## src/rtl/axis_route_switch.sv

```systemverilog
// axis_route_switch: per-input route stage of the mesh router.
// Decodes the target from the header flit (XY or YX order), locks the route
// until TLAST and steers the whole packet into a 2-entry registered skid buffer
// that drives exactly one output channel. Malformed or out-of-mesh packets are
// consumed without output and counted in a saturating drop counter.
module axis_route_switch #(
    parameter int unsigned         DATA_WIDTH     = 32,
    parameter int unsigned         ID_WIDTH       = 4,
    parameter logic [ID_WIDTH-1:0] ROUTING_HEADER = '1,
    parameter int unsigned         CHANNEL_NUMBER = 5,
    parameter int unsigned         MAX_ROUTERS_X  = 4,
    parameter int unsigned         MAX_ROUTERS_Y  = 4,
    parameter int unsigned         ROUTER_X       = 0,
    parameter int unsigned         ROUTER_Y       = 0,
    parameter int unsigned         ROUTING_MODE   = 0
) (
    input  logic                                     clk_i,
    input  logic                                     rst_i,
    input  logic [DATA_WIDTH-1:0]                    in_tdata_i,
    input  logic [ID_WIDTH-1:0]                      in_tid_i,
    input  logic                                     in_tlast_i,
    input  logic                                     in_tvalid_i,
    output logic                                     in_tready_o,
    output logic [CHANNEL_NUMBER-1:0][DATA_WIDTH-1:0] out_tdata_o,
    output logic [CHANNEL_NUMBER-1:0][ID_WIDTH-1:0]   out_tid_o,
    output logic [CHANNEL_NUMBER-1:0]                 out_tlast_o,
    output logic [CHANNEL_NUMBER-1:0]                 out_tvalid_o,
    input  logic [CHANNEL_NUMBER-1:0]                 out_tready_i,
    output logic                                     busy_o,
    output logic [15:0]                              drop_cnt_o
);

    localparam int unsigned XW = (MAX_ROUTERS_X > 1) ? $clog2(MAX_ROUTERS_X) : 1;
    localparam int unsigned YW = (MAX_ROUTERS_Y > 1) ? $clog2(MAX_ROUTERS_Y) : 1;
    localparam int unsigned CW = $clog2(CHANNEL_NUMBER);

    localparam logic [CW-1:0] CH_LOCAL = CW'(0);
    localparam logic [CW-1:0] CH_NORTH = CW'(1);
    localparam logic [CW-1:0] CH_EAST  = CW'(2);
    localparam logic [CW-1:0] CH_SOUTH = CW'(3);
    localparam logic [CW-1:0] CH_WEST  = CW'(4);

    typedef enum logic [1:0] {
        IDLE,
        FWD,
        DROP
    } state_t;

    typedef struct packed {
        logic [DATA_WIDTH-1:0] data;
        logic [ID_WIDTH-1:0]   tid;
        logic                  last;
        logic [CW-1:0]         ch;
    } entry_t;

    state_t        state;
    logic [CW-1:0] route_q;
    logic [15:0]   drop_cnt;
    entry_t        head;
    entry_t        tail;
    logic [1:0]    count;
    logic [1:0]    count_next;
    logic          ready;

    logic [31:0]   tx;
    logic [31:0]   ty;
    logic          legal;
    logic [CW-1:0] x_ch;
    logic [CW-1:0] y_ch;
    logic [CW-1:0] route_dec;

    logic          accept;
    logic          is_hdr;
    logic          push;
    logic          pop;
    logic [CW-1:0] push_ch;
    logic          drop_done;
    entry_t        incoming;

    // Decode the target channel and mesh legality from the current input flit
    always_comb begin
        tx        = 32'(in_tdata_i[XW-1:0]);
        ty        = 32'(in_tdata_i[XW+YW-1:XW]);
        legal     = (tx < MAX_ROUTERS_X) && (ty < MAX_ROUTERS_Y);
        x_ch      = (tx > ROUTER_X) ? CH_EAST : CH_WEST;
        y_ch      = (ty > ROUTER_Y) ? CH_NORTH : CH_SOUTH;
        route_dec = CH_LOCAL;
        if (ROUTING_MODE == 0) begin
            if (tx != ROUTER_X) begin
                route_dec = x_ch;
            end else if (ty != ROUTER_Y) begin
                route_dec = y_ch;
            end
        end else begin
            if (ty != ROUTER_Y) begin
                route_dec = y_ch;
            end else if (tx != ROUTER_X) begin
                route_dec = x_ch;
            end
        end
    end

    // Handshake, push/pop and drop-completion decisions for this cycle
    always_comb begin
        accept    = in_tvalid_i & ready;
        is_hdr    = (in_tid_i == ROUTING_HEADER);
        push      = 1'b0;
        push_ch   = route_q;
        drop_done = 1'b0;
        case (state)
            IDLE: begin
                if (is_hdr && legal) begin
                    push    = accept;
                    push_ch = route_dec;
                end else begin
                    drop_done = accept & in_tlast_i;
                end
            end
            FWD: begin
                push = accept;
            end
            DROP: begin
                drop_done = accept & in_tlast_i;
            end
            default: begin
                push = 1'b0;
            end
        endcase
        pop           = (count != 2'd0) && out_tready_i[head.ch];
        incoming.data = in_tdata_i;
        incoming.tid  = in_tid_i;
        incoming.last = in_tlast_i;
        incoming.ch   = push_ch;
        case ({push, pop})
            2'b10:   count_next = count + 2'd1;
            2'b01:   count_next = count - 2'd1;
            default: count_next = count;
        endcase
    end

    // Packet FSM: route lock, drop tracking and saturating drop counter
    always_ff @(posedge clk_i) begin
        if (rst_i) begin
            state    <= IDLE;
            route_q  <= CH_LOCAL;
            drop_cnt <= '0;
        end else begin
            if (accept) begin
                case (state)
                    IDLE: begin
                        if (is_hdr && !in_tlast_i) begin
                            if (legal) begin
                                state   <= FWD;
                                route_q <= route_dec;
                            end else begin
                                state <= DROP;
                            end
                        end
                    end
                    FWD, DROP: begin
                        if (in_tlast_i) begin
                            state <= IDLE;
                        end
                    end
                    default: state <= IDLE;
                endcase
            end
            if (drop_done && (drop_cnt != '1)) begin
                drop_cnt <= drop_cnt + 16'd1;
            end
        end
    end

    // Skid buffer storage; input ready is registered from the next fill level
    always_ff @(posedge clk_i) begin
        if (rst_i) begin
            count <= 2'd0;
            ready <= 1'b1;
            head  <= '0;
            tail  <= '0;
        end else begin
            count <= count_next;
            ready <= (count_next != 2'd2);
            case ({push, pop})
                2'b10: begin
                    if (count == 2'd0) begin
                        head <= incoming;
                    end else begin
                        tail <= incoming;
                    end
                end
                2'b01: begin
                    head <= tail;
                end
                2'b11: begin
                    // Simultaneous push/pop: the new flit lands behind whatever remains
                    if (count == 2'd1) begin
                        head <= incoming;
                    end else begin
                        head <= tail;
                        tail <= incoming;
                    end
                end
                default: begin
                    head <= head;
                end
            endcase
        end
    end

    // Head entry is broadcast on every channel but only its channel sees valid
    always_comb begin
        for (int unsigned c = 0; c < CHANNEL_NUMBER; c++) begin
            out_tdata_o[c]  = head.data;
            out_tid_o[c]    = head.tid;
            out_tlast_o[c]  = head.last;
            out_tvalid_o[c] = (count != 2'd0) && (head.ch == CW'(c));
        end
    end

    assign in_tready_o = ready;
    assign busy_o      = (state != IDLE);
    assign drop_cnt_o  = drop_cnt;

endmodule
```

## config.mk

```make
export PLATFORM = sky130hd
export DESIGN_NAME = axis_route_switch
export DESIGN_NICKNAME = d
export VERILOG_FILES = /design/src/rtl/axis_route_switch.sv
export SDC_FILE = /design/constraint.sdc
export NUM_CORES = 1
export LEC_CHECK = 0
export ABC_AREA = 1
export ABC_CLOCK_PERIOD_IN_PS = 2500
export BUFFER_PORTS_ARGS = -buffer_cell sky130_fd_sc_hd__clkbuf_2
export CORE_MARGIN = 5
export CORE_UTILIZATION = 40
export CTS_CLUSTER_SIZE = 25
export DETAILED_ROUTE_END_ITERATION = 7
export HOLD_SLACK_MARGIN = 0.03
export PLACE_DENSITY = 0.73
export SYNTH_ARGS = -nofsm -noshare
export SYNTH_HDL_FRONTEND = slang
export SYNTH_SLANG_ARGS = --single-unit
```

## constraint.sdc

```tcl
create_clock -name clk_i -period 2.5 [get_ports clk_i]
set_input_delay 0.5 -clock clk_i [delete_from_list [all_inputs] [get_ports clk_i]]
set_output_delay 0.5 -clock clk_i [all_outputs]
set_load 0.02 [all_outputs]
```

; Word-level counts from Yosys, hierarchy flattened
; Index checks and enable logic that the tools add are counted.
[totals]
ff_bits = 104
word_cells = 84
input_bits = 45
output_inout_bits = 208
[classes]
mux = 22
n_addsub = 3
bitwise_logic = 2
eq_ne = 18
reduce_logical = 23
order_cmp = 3
[ops]
columns = op, n
row1 = $mux W40, 4
row2 = $pmux W40 S3, 1
row3 = $pmux W40 S2, 1
row4 = $add A16 B1 Y16 const B, 1
row5 = $ne A16 B16 Y1 const B, 1
row6 = $mux W3, 4
row7 = $ne A2 B2 Y1 const B, 6
row8 = $reduce_bool A2 Y1, 5
row9 = $reduce_and A3 Y1, 3
row10 = $logic_and A1 B1 Y1, 8
row11 = $mux W2, 4
row12 = $pmux W2 S2, 2
row13 = $eq A2 B1 Y1 const B, 3
row14 = $eq A2 B2 Y1 const B, 3
row15 = $eq A3 B2 Y1 const B, 2
row16 = $eq A4 B4 Y1 const B, 1
row17 = $gt A2 B1 Y1 const B, 2
row18 = $logic_not A2 Y1, 2
row19 = $lt A3 B4 Y1 const B, 1
row20 = $pmux W1 S2, 2
row21 = $bmux W1 S3, 1
row22 = $eq A3 B1 Y1 const B, 1
row23 = $eq A3 B3 Y1 const B, 1
row24 = $logic_not A3 Y1, 1
row25 = 8 further kinds, 11

; Logic depth before layout (Yosys ltp)
[logic_depth]
depth_word = 8
ltp_mapped = 18
depth_no_buf = 16

; Worst setup path before layout
; Ideal clock, no wire load.
[synth_timing]
path_kind = reg-to-reg
startpoint = reg count[0]
endpoint = reg head (netlist bit out_tdata_o[13])
setup_slack_ps = -41
synth_period_minus_slack_ps = 2541
path_stages_with_launch = 15
arrival_ps = 2429
path_buffers = 3
path_cell_list = dfxtp_1 inv_1 ha_1 nor2_2 nand2_1 nand2_4 buf_2 inv_1 ha_1 nand2_1 buf_1 buf_1 nand3b_1 nand2_1 nor2_1
[synth_via]
elab_chain_len = 5
word_cells_on_any_way = 12
[synth_rtl]
columns = element, line_no
row1 = start: declaration, 61  ; logic [1:0] count;
row2 = start signal: assignment, 182  ; count <= count_next;
row3 = $reduce_bool A2 Y1, 129  ; pop = (count != 2'd0) && out_tready_i[head.ch];
row4 = $logic_and A1 B1 Y1, 129
row5 = $eq A2 B2 Y1 / $eq A2 B1 Y1 (equally long branches), 184  ; case ({push, pop})
row6 = $ne A2 B2 Y1 (no source line) / $reduce_bool A3 Y1 (equally long branches), n/a
row7 = $reduce_and A2 Y1 (no source line), n/a
row8 = end signal: assignment, 187  ; head <= incoming;
row9 = end signal: assignment, 193  ; head <= tail;
row10 = end signal: assignment, 198  ; head <= incoming;
row11 = end: declaration, 59  ; entry_t head;
; Parallel ways exist; a longest one is shown, timed or not.
; A chain may end at the register's enable or synchronous reset.

; Final worst setup path
[layout_timing]
startpoint = reg count[0]
endpoint = reg tail[4] (netlist name)
[layout_via]
elab_chain_len = 5
word_cells_on_any_way = 11
[layout_rtl]
columns = element, line_no
row1 = $reduce_bool A2 Y1, 129
row2 = $logic_and A1 B1 Y1, 129
row3 = $eq A2 B2 Y1, 184
row4 = $ne A2 B2 Y1 (no source line) / $reduce_bool A2 Y1 (equally long branches), n/a
row5 = $reduce_and A3 Y1 (no source line), n/a
row6 = end signal: assignment, 189  ; tail <= incoming;
row7 = end signal: assignment, 201  ; tail <= incoming;
row8 = end: declaration, 60  ; entry_t tail;
; Parallel ways exist; a longest one is shown, timed or not.

==> summary.md <==
| Metric | Value |
|---|---|
| Worst slack at placement | `-0.106 ns` |
| Post-layout min period | `2.32 ns` |
| Critical R2R Capture | `tail[4]` |
| First-pass GRT wire length | `24.6 mm` |
| Max_slew headroom | `0.552` |
| # nets final | `1025` |
| Util after Layout | `0.443` |
| Detail Route Antenna Nets | `0` |
| Crit-path max FO | `26` |
| Gate Count Post-Synth | `921` |
| Worst EP arrival | `2.56 ns` |
| Hold Path Class | `input pin to register` |
| Final Cell Area | `6780 sq um` |
| Register area | `2020 sq um` |
| Post-DP Area | `6390 sq um` |
| Avg WL per Cell | `13.2 um` |
| Most frequent cells in the layout | `clkbuf_2 (252), nand2_1 (185), nor2_1 (175)` |
| Clk root buf | `clkbuf_16` |
| Total core area | `15300 sq um` |
| CTS tree | `built` |
| Max-cap violations | `0` |
| Worst IR drop on VDD | `0.000290 V` |
| TritonCTS Buffers | `9` |
| Cell Area, Synth | `6290 sq um` |
| Detailed Route WL | `15.7 mm` |
| Critical Path Sink Type | `register` |
| Die width | `135 um` |
| DR vias | `5467` |
| Distinct cell type count after synthesis | `27` |
| Initial core utilization | `0.411` |
| TritonRoute pass-1 iters | `6` |
| # setup viols final | `0` |
| Cell Pwr Density | `554 nW/um^2` |
| Syn avg cell area | `6.83 sq um` |
| Antenna Cells | `0` |
| GRT overflow | `0` |
| Seq/Total Area, Yosys | `0.321` |
| Most frequent CP cell | `inv_1` |
| Reg-to-reg slack, setup | `0.18 ns` |
| Net switching power | `0.965 mW` |
| Sequential Power Share | `0.451` |
| CP Launch Point | `count[0]` |
| Reg2reg start | `count[0]` |
| Fill count | `1624` |
| WHS | `0.391 ns` |
| Vias/cell | `4.59` |
| Area share of the largest cell type after synthesis | `0.321` |
| Cell-by-cell trace of the critical path | `inv_1 > ha_2 > nor2_4 > nand2_1 > nand2_4 > buf_12 > inv_1 > ha_1 > nand2_2 > nand2_1 > nor2_4 > inv_1 > buf_4 > nor2_1 > nor2_1` |
| # DRC | `0` |
| GRT Util Overall | `0.165` |
| Share of cells above drive strength 1 | `0.307` |
| Initial antenna violation count | `2` |
| Final Wtd Congestion | `0.863` |
| Most common cell after layout, fill and taps aside | `clkbuf_2` |
| Area taken by multi-input logic gates | `2580 sq um` |
| Port-buffer cells | `252` |
| Die Ht | `135 um` |
| Yosys warning count | `0` |
| Final setup margin | `0.179 ns` |
| Hold Buf Count CTS | `0` |
| Switch share | `0.257` |
| H-tree level count | `3` |
| Measured slew at the worst slew-check pin | `0.669 ns` |
| DIE AREA | `18300 sq um` |
| F_max | `0.431 GHz` |
| Clk_skew | `0.00826 ns` |
| Final hold vios | `0` |
| Total internal power | `2.79 mW` |
| Row count | `45` |
| Critical Path Max Stage Delay | `0.37 ns` |
| Largest net degree at the start of global routing | `48` |
| Required time of the critical path | `2.74 ns` |
| Fin crit share | `0.928` |
| WS Path Type | `register to register` |
| Reg2reg path depth | `15` |
| Clock share of power | `0.428` |
| Synth area leaders | `dfxtp_1 (32%), buf_4 (23%), nand2_1 (11%)` |
| Reg clk slew, reported paths | `0.07 ns` |
| Combinational group share of total power | `0.121` |
| Area grow syn2layout | `7.76%` |
| IO Count | `253` |
| Number of global-route vias before repair | `4911` |
| Hold wc startpoint | `in_tdata_i[4]` |
| Max-slew violation count | `0` |
| Clk sinks | `101` |
| Critical path's slowest cell | `dfxtp_2` |
| Post-Syn Nets | `972` |
| Clk buf depth | `2` |
| LEAKAGE | `3.58 nW` |
| Critical Path Sink | `tail[4]` |
| #FFs+latches synth | `101` |
| RSZ-0062 raised after global routing | `false` |
| # Post-CTS Setup Buffers | `0` |
| Worst-Skew Late Latency | `0.35 ns` |
| 1st-iter DRT viols | `238` |
| DP HPWL | `11.2 mm` |
| Cell taking the most area after synthesis | `dfxtp_1` |
| Hold depth | `3` |
| Startpoint types | `register` |
| Outcome | `finished, final reports clean` |
[how the worst min path moves through the flow]
stage                           to  slack [ns]
after CTS                 tail[17]        0.38
after global placement     head[2]        0.45
after floorplan            head[2]        0.43
final                     tail[12]        0.39
after detailed placement   head[2]        0.45
after global routing      tail[22]        0.39
[stage by stage]
stage                     setup TNS (ns)  std cells  power (mW)
after floorplan                        0        921        2.13
after global placement            -0.974       1173        2.18
after detailed placement           -3.58       1173        2.19
after CTS                              0       1190        3.80
after global routing                   0       1190        3.92
final                                  0       1190        3.75
[area by class of cell]
type                            count  area share
Clock inverter                      6      0.0161
Clock buffer                       10      0.0338
Sequential cell                   101       0.299
Inverter                           35      0.0194
Timing Repair Buffer              270       0.213
Tap cell                          211      0.0390
Multi-Input combinational cell    557       0.380
[cell usage after synthesis, drive strengths merged]
cell	n
and3	2
inv	35
xnor2	3
nand4	4
o21bai	1
nand3b	38
nand2	189
buf	214
dfxtp	101
a21oi	18
xor2	3
nor2	179
a211oi	1
o21ai	50
a21boi	1
nor3	8
ha	6
clkbuf	15
nand3	53
[timing repair]
| action | CTS | global route |
|---|---|---|
| resized for setup | 2 | 9 |
| setup endpoints to repair | 65 | 79 |
| gates cloned | 1 | 0 |
| pin swaps | 1 | 1 |
[routing by layer]
| layer | global-route usage | up-vias | wire, um |
|---|---|---|---|
| li1 | - | 2812 | - |
| met1 | 0.197 | 2449 | 6510 |
| met2 | 0.290 | 188 | 7650 |
| met3 | 0.0583 | 14 | 1370 |
| met4 | 0.0297 | 4 | 132 |
| met5 | 0 | - | 25 |
[critical path, delay by kind of cell, from the launching register on]
| family | cells | cell delay (ns) |
|---|---|---|
| flip-flops | 1 | 0.37 |
| adder cells (fa/ha/maj) | 2 | 0.44 |
| buffers and inverters | 5 | 0.56 |
| AND/OR/NAND/NOR | 8 | 0.84 |
[power groups by stage]
stage	sequential, mW	clock, mW	combinational, mW
floorplan	1.72	0	0.407
global placement	1.73	0	0.452
detailed placement	1.73	0	0.457
CTS	1.69	1.65	0.458
global route	1.70	1.72	0.499
finish	1.69	1.61	0.453
[flip-flops by register name (all words and copies together) (netlist names)]
register     cells
drop_cnt_o      16
in_tready_o      1
count            2
out_tlast_o      1
out_tid_o        4
head             3
state            1
tail            39
out_tdata_o     32
route_q          2
[cells by family after synthesis]
family                   after synthesis  synth area share
AND/OR/NAND/NOR                      473             0.322
buffers and inverters                264             0.278
flip-flops                           101             0.321
AO/OA/AOI/OAI                         71            0.0583
XOR/XNOR                               6           0.00836
adder cells (fa/ha/maj)                6            0.0119
Note: power is estimated with default switching activity, not from simulation.
